<file path="config.mk">
export PLATFORM = sky130hd
export DESIGN_NAME = if_prefetch_stage
export DESIGN_NICKNAME = d
export VERILOG_FILES = /design/src/rtl/if_prefetch_stage.sv
export SDC_FILE = /design/constraint.sdc
export NUM_CORES = 1
export LEC_CHECK = 0
export CAP_MARGIN = 20
export CORE_MARGIN = 3
export CORE_UTILIZATION = 48
export CTS_BUF_LIST = sky130_fd_sc_hd__clkbuf_8 sky130_fd_sc_hd__clkbuf_16
export DETAILED_ROUTE_END_ITERATION = 12
export PLACE_DENSITY = 0.75
export SLEW_MARGIN = 10
export SYNTH_ARGS = -nofsm -noshare
export SYNTH_HDL_FRONTEND = slang
export SYNTH_SLANG_ARGS = --single-unit
</file>
<file path="constraint.sdc">
create_clock -name clk -period 4.33 [get_ports clk]
set_clock_uncertainty 0.2 [all_clocks]
set_input_delay 1.299 -clock clk [delete_from_list [all_inputs] [get_ports clk]]
set_output_delay 1.299 -clock clk [all_outputs]
set_load 0.005 [all_outputs]
</file>
<file path="src/rtl/if_prefetch_stage.sv">
// ---------------------------------------------------------------------------
// if_prefetch_stage
//
// Instruction-fetch stage. It issues sequential fetches ahead of decode,
// keeps up to MAX_OUTSTANDING requests in flight and buffers the returned
// instructions in an IBUF_DEPTH-entry queue. A redirect from an exception,
// ertn or branch restarts fetch at a new pc. Responses that still belong to
// the old stream are counted off in discard_cnt and dropped.
//
// Optional feature macro: IF_ADEF_EN
//   defined   : a misaligned fetch_pc issues no request. Instead it enqueues
//               a single {adef=1, inst=0, pc} entry and then fetch stalls
//               until the next redirect.
//   undefined : fetch_pc[1:0] is ignored and adef is always 0.
//
// Ports
//   clk, resetn            clock, synchronous active-low reset
//   inst_sram_*            SRAM-like fetch port. Read only, word size.
//   ds_allowin             decode can take the queue head this cycle
//   br_stall               hold off new requests
//   br_taken/br_target     branch redirect pulse and target
//   wb_ex/ex_entry         exception redirect pulse and entry
//   ertn_flush/ertn_entry  ertn redirect pulse and return address
//   fs_to_ds_valid/bus     queue head {adef, inst[31:0], pc[31:0]}
//
// Handshakes: a request transfers on a cycle with inst_sram_req &
// inst_sram_addr_ok. Each inst_sram_data_ok returns one response, in
// request order. The queue head transfers on fs_to_ds_valid & ds_allowin.
// Once raised, req only falls without a transfer in a redirect or br_stall
// cycle.
// ---------------------------------------------------------------------------
module if_prefetch_stage #(
  parameter logic [31:0] RESET_PC        = 32'h1c000000,
  parameter int          MAX_OUTSTANDING = 2,
  parameter int          IBUF_DEPTH      = 4
) (
  input  logic        clk,
  input  logic        resetn,
  output logic        inst_sram_req,
  output logic        inst_sram_wr,
  output logic [1:0]  inst_sram_size,
  output logic [3:0]  inst_sram_wstrb,
  output logic [31:0] inst_sram_addr,
  output logic [31:0] inst_sram_wdata,
  input  logic        inst_sram_addr_ok,
  input  logic        inst_sram_data_ok,
  input  logic [31:0] inst_sram_rdata,
  input  logic        ds_allowin,
  input  logic        br_stall,
  input  logic        br_taken,
  input  logic [31:0] br_target,
  input  logic        wb_ex,
  input  logic [31:0] ex_entry,
  input  logic        ertn_flush,
  input  logic [31:0] ertn_entry,
  output logic        fs_to_ds_valid,
  output logic [64:0] fs_to_ds_bus
);

  localparam int CW  = $clog2(MAX_OUTSTANDING + 1);
  localparam int PW  = (MAX_OUTSTANDING > 1) ? $clog2(MAX_OUTSTANDING) : 1;
  localparam int QW  = (IBUF_DEPTH > 1) ? $clog2(IBUF_DEPTH) : 1;
  localparam int QCW = $clog2(IBUF_DEPTH + 1);

  localparam logic [CW-1:0]  MAX_OUT_C = CW'(MAX_OUTSTANDING);
  localparam logic [QCW-1:0] DEPTH_C   = QCW'(IBUF_DEPTH);
  localparam logic [QCW:0]   DEPTH_W_C = (QCW+1)'(IBUF_DEPTH);

  logic [31:0]    fetch_pc;
  logic [CW-1:0]  out_cnt;
  logic [CW-1:0]  discard_cnt;
  logic [CW-1:0]  live_cnt;
  logic [31:0]    pc_fifo [MAX_OUTSTANDING];
  logic [PW-1:0]  pf_wr, pf_rd;
  logic [64:0]    q_mem [IBUF_DEPTH];
  logic [QW-1:0]  q_wr, q_rd;
  logic [QCW-1:0] q_count;
  logic [QCW:0]   credit_sum;

  logic        redirect;
  logic [31:0] redirect_pc;
  logic        accept;
  logic        resp_keep;
  logic        adef_push;
  logic        issue_block;
  logic        push;
  logic        pop;
  logic [64:0] push_entry;

  function automatic logic [PW-1:0] pf_inc(input logic [PW-1:0] p);
    return (p == PW'(MAX_OUTSTANDING - 1)) ? '0 : p + 1'b1;
  endfunction

  function automatic logic [QW-1:0] q_inc(input logic [QW-1:0] p);
    return (p == QW'(IBUF_DEPTH - 1)) ? '0 : p + 1'b1;
  endfunction

  // Redirect source priority: exception over ertn over branch.
  always_comb begin
    redirect    = wb_ex | ertn_flush | br_taken;
    redirect_pc = br_target;
    if (ertn_flush) redirect_pc = ertn_entry;
    if (wb_ex)      redirect_pc = ex_entry;
  end

  // Only live (not-to-be-discarded) outstanding requests reserve queue
  // space. A request can therefore only issue when its response is sure
  // to find a free entry, and rdata never needs a holding register.
  assign live_cnt   = out_cnt - discard_cnt;
  assign credit_sum = (QCW+1)'(live_cnt) + (QCW+1)'(q_count);

`ifdef IF_ADEF_EN
  logic adef_hold;
  logic misaligned;
  assign misaligned  = fetch_pc[1:0] != 2'b00;
  assign issue_block = misaligned | adef_hold;
  // The fault entry waits until the old stream has drained so that it
  // reaches decode in program order.
  assign adef_push   = misaligned & ~adef_hold & ~redirect &
                       (out_cnt == '0) & (q_count < DEPTH_C);
`else
  assign issue_block = 1'b0;
  assign adef_push   = 1'b0;
`endif

  assign inst_sram_req   = resetn & ~redirect & ~br_stall & ~issue_block &
                           (out_cnt < MAX_OUT_C) & (credit_sum < DEPTH_W_C);
  assign inst_sram_wr    = 1'b0;
  assign inst_sram_size  = 2'b10;
  assign inst_sram_wstrb = 4'b0000;
  assign inst_sram_addr  = fetch_pc;
  assign inst_sram_wdata = 32'h0;

  assign accept    = inst_sram_req & inst_sram_addr_ok;
  // A response arriving in a redirect cycle belongs to the old stream.
  assign resp_keep = inst_sram_data_ok & ~redirect & (discard_cnt == '0);
  assign push      = resp_keep | adef_push;
  assign pop       = fs_to_ds_valid & ds_allowin;

  always_comb begin
    push_entry = {1'b0, inst_sram_rdata, pc_fifo[pf_rd]};
    if (adef_push) push_entry = {1'b1, 32'h0, fetch_pc};
  end

  assign fs_to_ds_valid = q_count != '0;
  assign fs_to_ds_bus   = fs_to_ds_valid ? q_mem[q_rd] : '0;

  // Storage arrays carry no reset; their pointers and counts do.
  always_ff @(posedge clk) begin
    if (resetn && accept) pc_fifo[pf_wr] <= fetch_pc;
    if (resetn && !redirect && push) q_mem[q_wr] <= push_entry;
  end

  always_ff @(posedge clk) begin
    if (!resetn) begin
      fetch_pc    <= RESET_PC;
      out_cnt     <= '0;
      discard_cnt <= '0;
      pf_wr       <= '0;
      pf_rd       <= '0;
      q_wr        <= '0;
      q_rd        <= '0;
      q_count     <= '0;
    end else begin
      if (redirect)    fetch_pc <= redirect_pc;
      else if (accept) fetch_pc <= fetch_pc + 32'd4;

      // The pc FIFO is never flushed. Discarded responses still pop it,
      // which keeps it aligned with the response order.
      if (accept)            pf_wr <= pf_inc(pf_wr);
      if (inst_sram_data_ok) pf_rd <= pf_inc(pf_rd);

      out_cnt <= out_cnt + CW'(accept) - CW'(inst_sram_data_ok);

      // On a redirect every outstanding request becomes a discard. That is
      // discard_cnt plus the live requests, minus one answered right now.
      // The count therefore never exceeds out_cnt.
      if (redirect)
        discard_cnt <= out_cnt - CW'(inst_sram_data_ok);
      else if (inst_sram_data_ok && discard_cnt != '0)
        discard_cnt <= discard_cnt - 1'b1;

      if (redirect) begin
        q_wr    <= '0;
        q_rd    <= '0;
        q_count <= '0;
      end else begin
        if (push) q_wr <= q_inc(q_wr);
        if (pop)  q_rd <= q_inc(q_rd);
        q_count <= q_count + QCW'(push) - QCW'(pop);
      end
    end
  end

`ifdef IF_ADEF_EN
  always_ff @(posedge clk) begin
    if (!resetn || redirect) adef_hold <= 1'b0;
    else if (adef_push)      adef_hold <= 1'b1;
  end
`endif

endmodule

</file>
==> flow_summary.json <==
{
  "cp_slowest_cell": "clkdlybuf4s50_1",
  "place_hpwl_um": 23800,
  "cts-resized-gates": 1,
  "antenna-diode-count": 0,
  "critPathMostFrequentCell": "clkdlybuf4s50_1",
  "tritoncts_clock_tree": "done",
  "chipHeight_um": 186,
  "criticalPathCategory": "in2out",
  "effective_utilization_at_floorplan": 0.490,
  "crit_path_max_fanout": 2,
  "length_in_cells_of_the_worst_reg_to_reg_path": 16,
  "clockRootBuffer": "clkbuf_16",
  "detailroute.via_count": 9274,
  "timing_hold_violations_final": 0,
  "netlist_top_cells_count": "320 x edfxtp_1, 70 x and2_1, 64 x mux4_2",
  "cts-buffers-inserted": 36,
  "ant_nets": 0,
  "power.sequential.fraction": 0.517,
  "pin_count_of_the_biggest_net_entering_global_routing": 62,
  "syn_inst": 981,
  "pre_antenna_drt_iters": 5,
  "clockPowerShare": 0.421,
  "clk_transition_reported_paths_ns": 0.06,
  "avgRoutedWirePerCell_um": 21.3,
  "worst-endpoint-arrival_ns": 2.76,
  "synth.most_common_cell": "edfxtp_1",
  "power.static_leakage_nw": 6.46,
  "sw_pwr_mw": 1.55,
  "total_detailed_routing_wirelength_um": 35300,
  "final_setup_vio_count": 0,
  "syn_avg_cell_area_um2": 15.8,
  "postCtsSetupRepairBufs": 0,
  "layout-area-overhead-vs-synth_pct": 26.6,
  "number_of_synthesized_register_bits": 368,
  "n_fill_cell": 2355,
  "final_period_minus_worst_setup_slack_ns": 4.26,
  "via_count_normalized_by_instance_count": 5.59,
  "power_per_cell_area_nw_per_um2": 390,
  "p_comb_frac": 0.063,
  "slew_headroom": 0.308,
  "synth.distinct_cells": 64,
  "clockBufferDepth": 3,
  "status": "complete, no violations",
  "holdBufCountCts": 0,
  "postLayoutCoreUtil": 0.620,
  "drc": 0,
  "clk-insertion-delay-late_ns": 0.52,
  "die_width_um": 186,
  "die_area_um2": 34600,
  "cp_data_required_time_ns": 2.83,
  "place.port_buffers": 234,
  "final_nets": 1383,
  "globalRouteOverflowTotal": 0,
  "place_congestion": 0.909,
  "synth_sequential_area_ratio": 0.681,
  "final-max-slew-violation-count": 0,
  "cts.sink_count": 368,
  "top_cell_type_s_share_of_synthesized_area": 0.619,
  "timing.max_cap.violations": 0,
  "post_synth_main_area_contributors": "edfxtp_1 62%, mux4_2 9.3%, dfxtp_1 6.2%, and2_1 2.8%, mux2_2 2.3%",
  "worstHoldPathCells": 2,
  "rows": 65,
  "vdd_ir_drop_max_mv": 0.221,
  "groute.layer.met1.usage": 0.256,
  "setup_total_negative_slack_ns": 0,
  "drive_gt1_frac": 0.163,
  "dr.first_iter.drc_count": 682,
  "max_slew.worst_pin.slew_ns": 1.03,
  "number_of_antenna_violations_at_the_first_check_in_global_routing": 0,
  "synth-edff-count": 320,
  "postSynth.topFlopCell": "edfxtp_1",
  "grt_pass1_wl_um": 53000,
  "timing.critical_path.cells": "clkdlybuf4s50_1 > nor3_4 > nand2_1 > nor2_1 > clkdlybuf4s50_1",
  "top_level_ports": 275,
  "placeableCoreArea_um2": 31700,
  "grt_pass1_vias": 9358,
  "synth.largest_area_cell": "edfxtp_1",
  "grt.met2_usage": 0.357,
  "worst_path_largest_cell_delay_ns": 0.52,
  "htree_levels": 2,
  "share_of_flip_flops_with_an_asynchronous_set_or_reset": 0,
  "min_path_type": "reg2reg",
  "globalRoute.busiestLayer": "met2",
  "synth_area_um2": 15500,
  "grt_util_all_layers": 0.203,
  "timing.critical_path.to_type": "primary output",
  "swShare": 0.203,
  "cell_internal_pwr_mw": 6.10,
  "synth_warnings": 0,
  "min_period_over_period": 0.984,
  "startpoint_type": "input pin",
  "upper_clock_frequency_limit_ghz": 0.235,
  "globalRouteMet3Util": 0.0408
}
cells in the final DEF, fill, tap and decap left out, drive strengths merged, types with 16 or more instances in the layout:
cell type	synthesis	final
edfxtp	320	320
nor3	16	16
mux2	32	32
inv	18	26
clkdlybuf4s50	0	233
nand2	43	43
mux4	64	64
nor2	29	29
clkbuf	36	38
conb	2	40
and2	70	70
o21ai	41	41
a21oi	29	29
dfxtp	48	48
buf	58	35
worst max-delay path, delay by kind of cell:
kind          cells  cell delay, ns
buf+inv           2            1.00
simple gates      3            0.46
flip-flops by register name, indices dropped and copies added, names as in the netlist, named ones only:
name	cells
pf_wr	1
q_rd	2
q_wr	2
q_count	3
inst_sram_addr	32
discard_cnt	2
out_cnt	2
pc_fifo	64
pf_rd	1
q_mem	256
per-stage QoR:
stage | power (mW) | hold WS [ns] | setup slack, ns | std cells | area, um2
final | 7.66 | 0.286 | 0.0677 | 1660 | 19700
after global routing | 7.91 | 0.326 | -0.0352 | 1660 | 19700
after CTS | 7.72 | 0.290 | 0.0581 | 1660 | 19600
after detailed placement | 4.51 | 0.281 | 0.0714 | 1595 | 18400
after global placement | 4.50 | 0.259 | 0.0532 | 1595 | 18400
after floorplan | 4.25 | 0.254 | 0.415 | 1019 | 15700
final cells by class:
type                       instances  area, um2  share of cell area
sequential                       368      10600               0.538
multi-input combinational        538       4540               0.231
timing repair buffer             268       2720               0.138
clock buffer                      38        951              0.0484
tap                              402        503              0.0256
clock inverter                    27        294              0.0150
inverter                          19       71.3             0.00363
logic make-up (layout without fill, tap and decap cells):
| group | count (synthesis) | count (layout) | synth area share |
|---|---|---|---|
| compound gates | 144 | 144 | 0.0613 |
| xor+xnor | 13 | 13 | 0.00733 |
| fa+ha+maj | 15 | 15 | 0.0126 |
| buf+inv | 113 | 352 | 0.0384 |
| flops | 368 | 368 | 0.681 |
| mux | 100 | 100 | 0.119 |
| other cells | 2 | 40 | 0.000484 |
| simple gates | 226 | 226 | 0.0807 |
path summary, 6_finish.rpt:
| kind | from | endpoint | slack, ns |
|---|---|---|---|
| max | ertn_flush | inst_sram_req | 0.07 |
| min | q_rd[1] | register | 0.29 |
| max reg2reg | out_cnt[0] | out_cnt[1] | 1.41 |
| min reg2reg | q_rd[1] | register | 0.29 |
power by group through the flow:
| stage | logic, mW | clock network (mW) | registers, mW |
|---|---|---|---|
| 6_report | 0.479 | 3.22 | 3.96 |
| 2_1_floorplan | 0.237 | 0 | 4.01 |
| 4_1_cts | 0.479 | 3.28 | 3.96 |
| 3_5_place_dp | 0.477 | 0 | 4.03 |
| 5_1_grt | 0.519 | 3.43 | 3.96 |
| 3_3_place_gp | 0.469 | 0 | 4.03 |
routing by layer:
| metal | wire length (um) | share of wire |
|---|---|---|
| met5 | 0 | 0 |
| met4 | 845 | 0.024 |
| met3 | 2430 | 0.069 |
| met2 | 17800 | 0.51 |
| met1 | 14200 | 0.40 |
(Power assumes the default switching activity.)
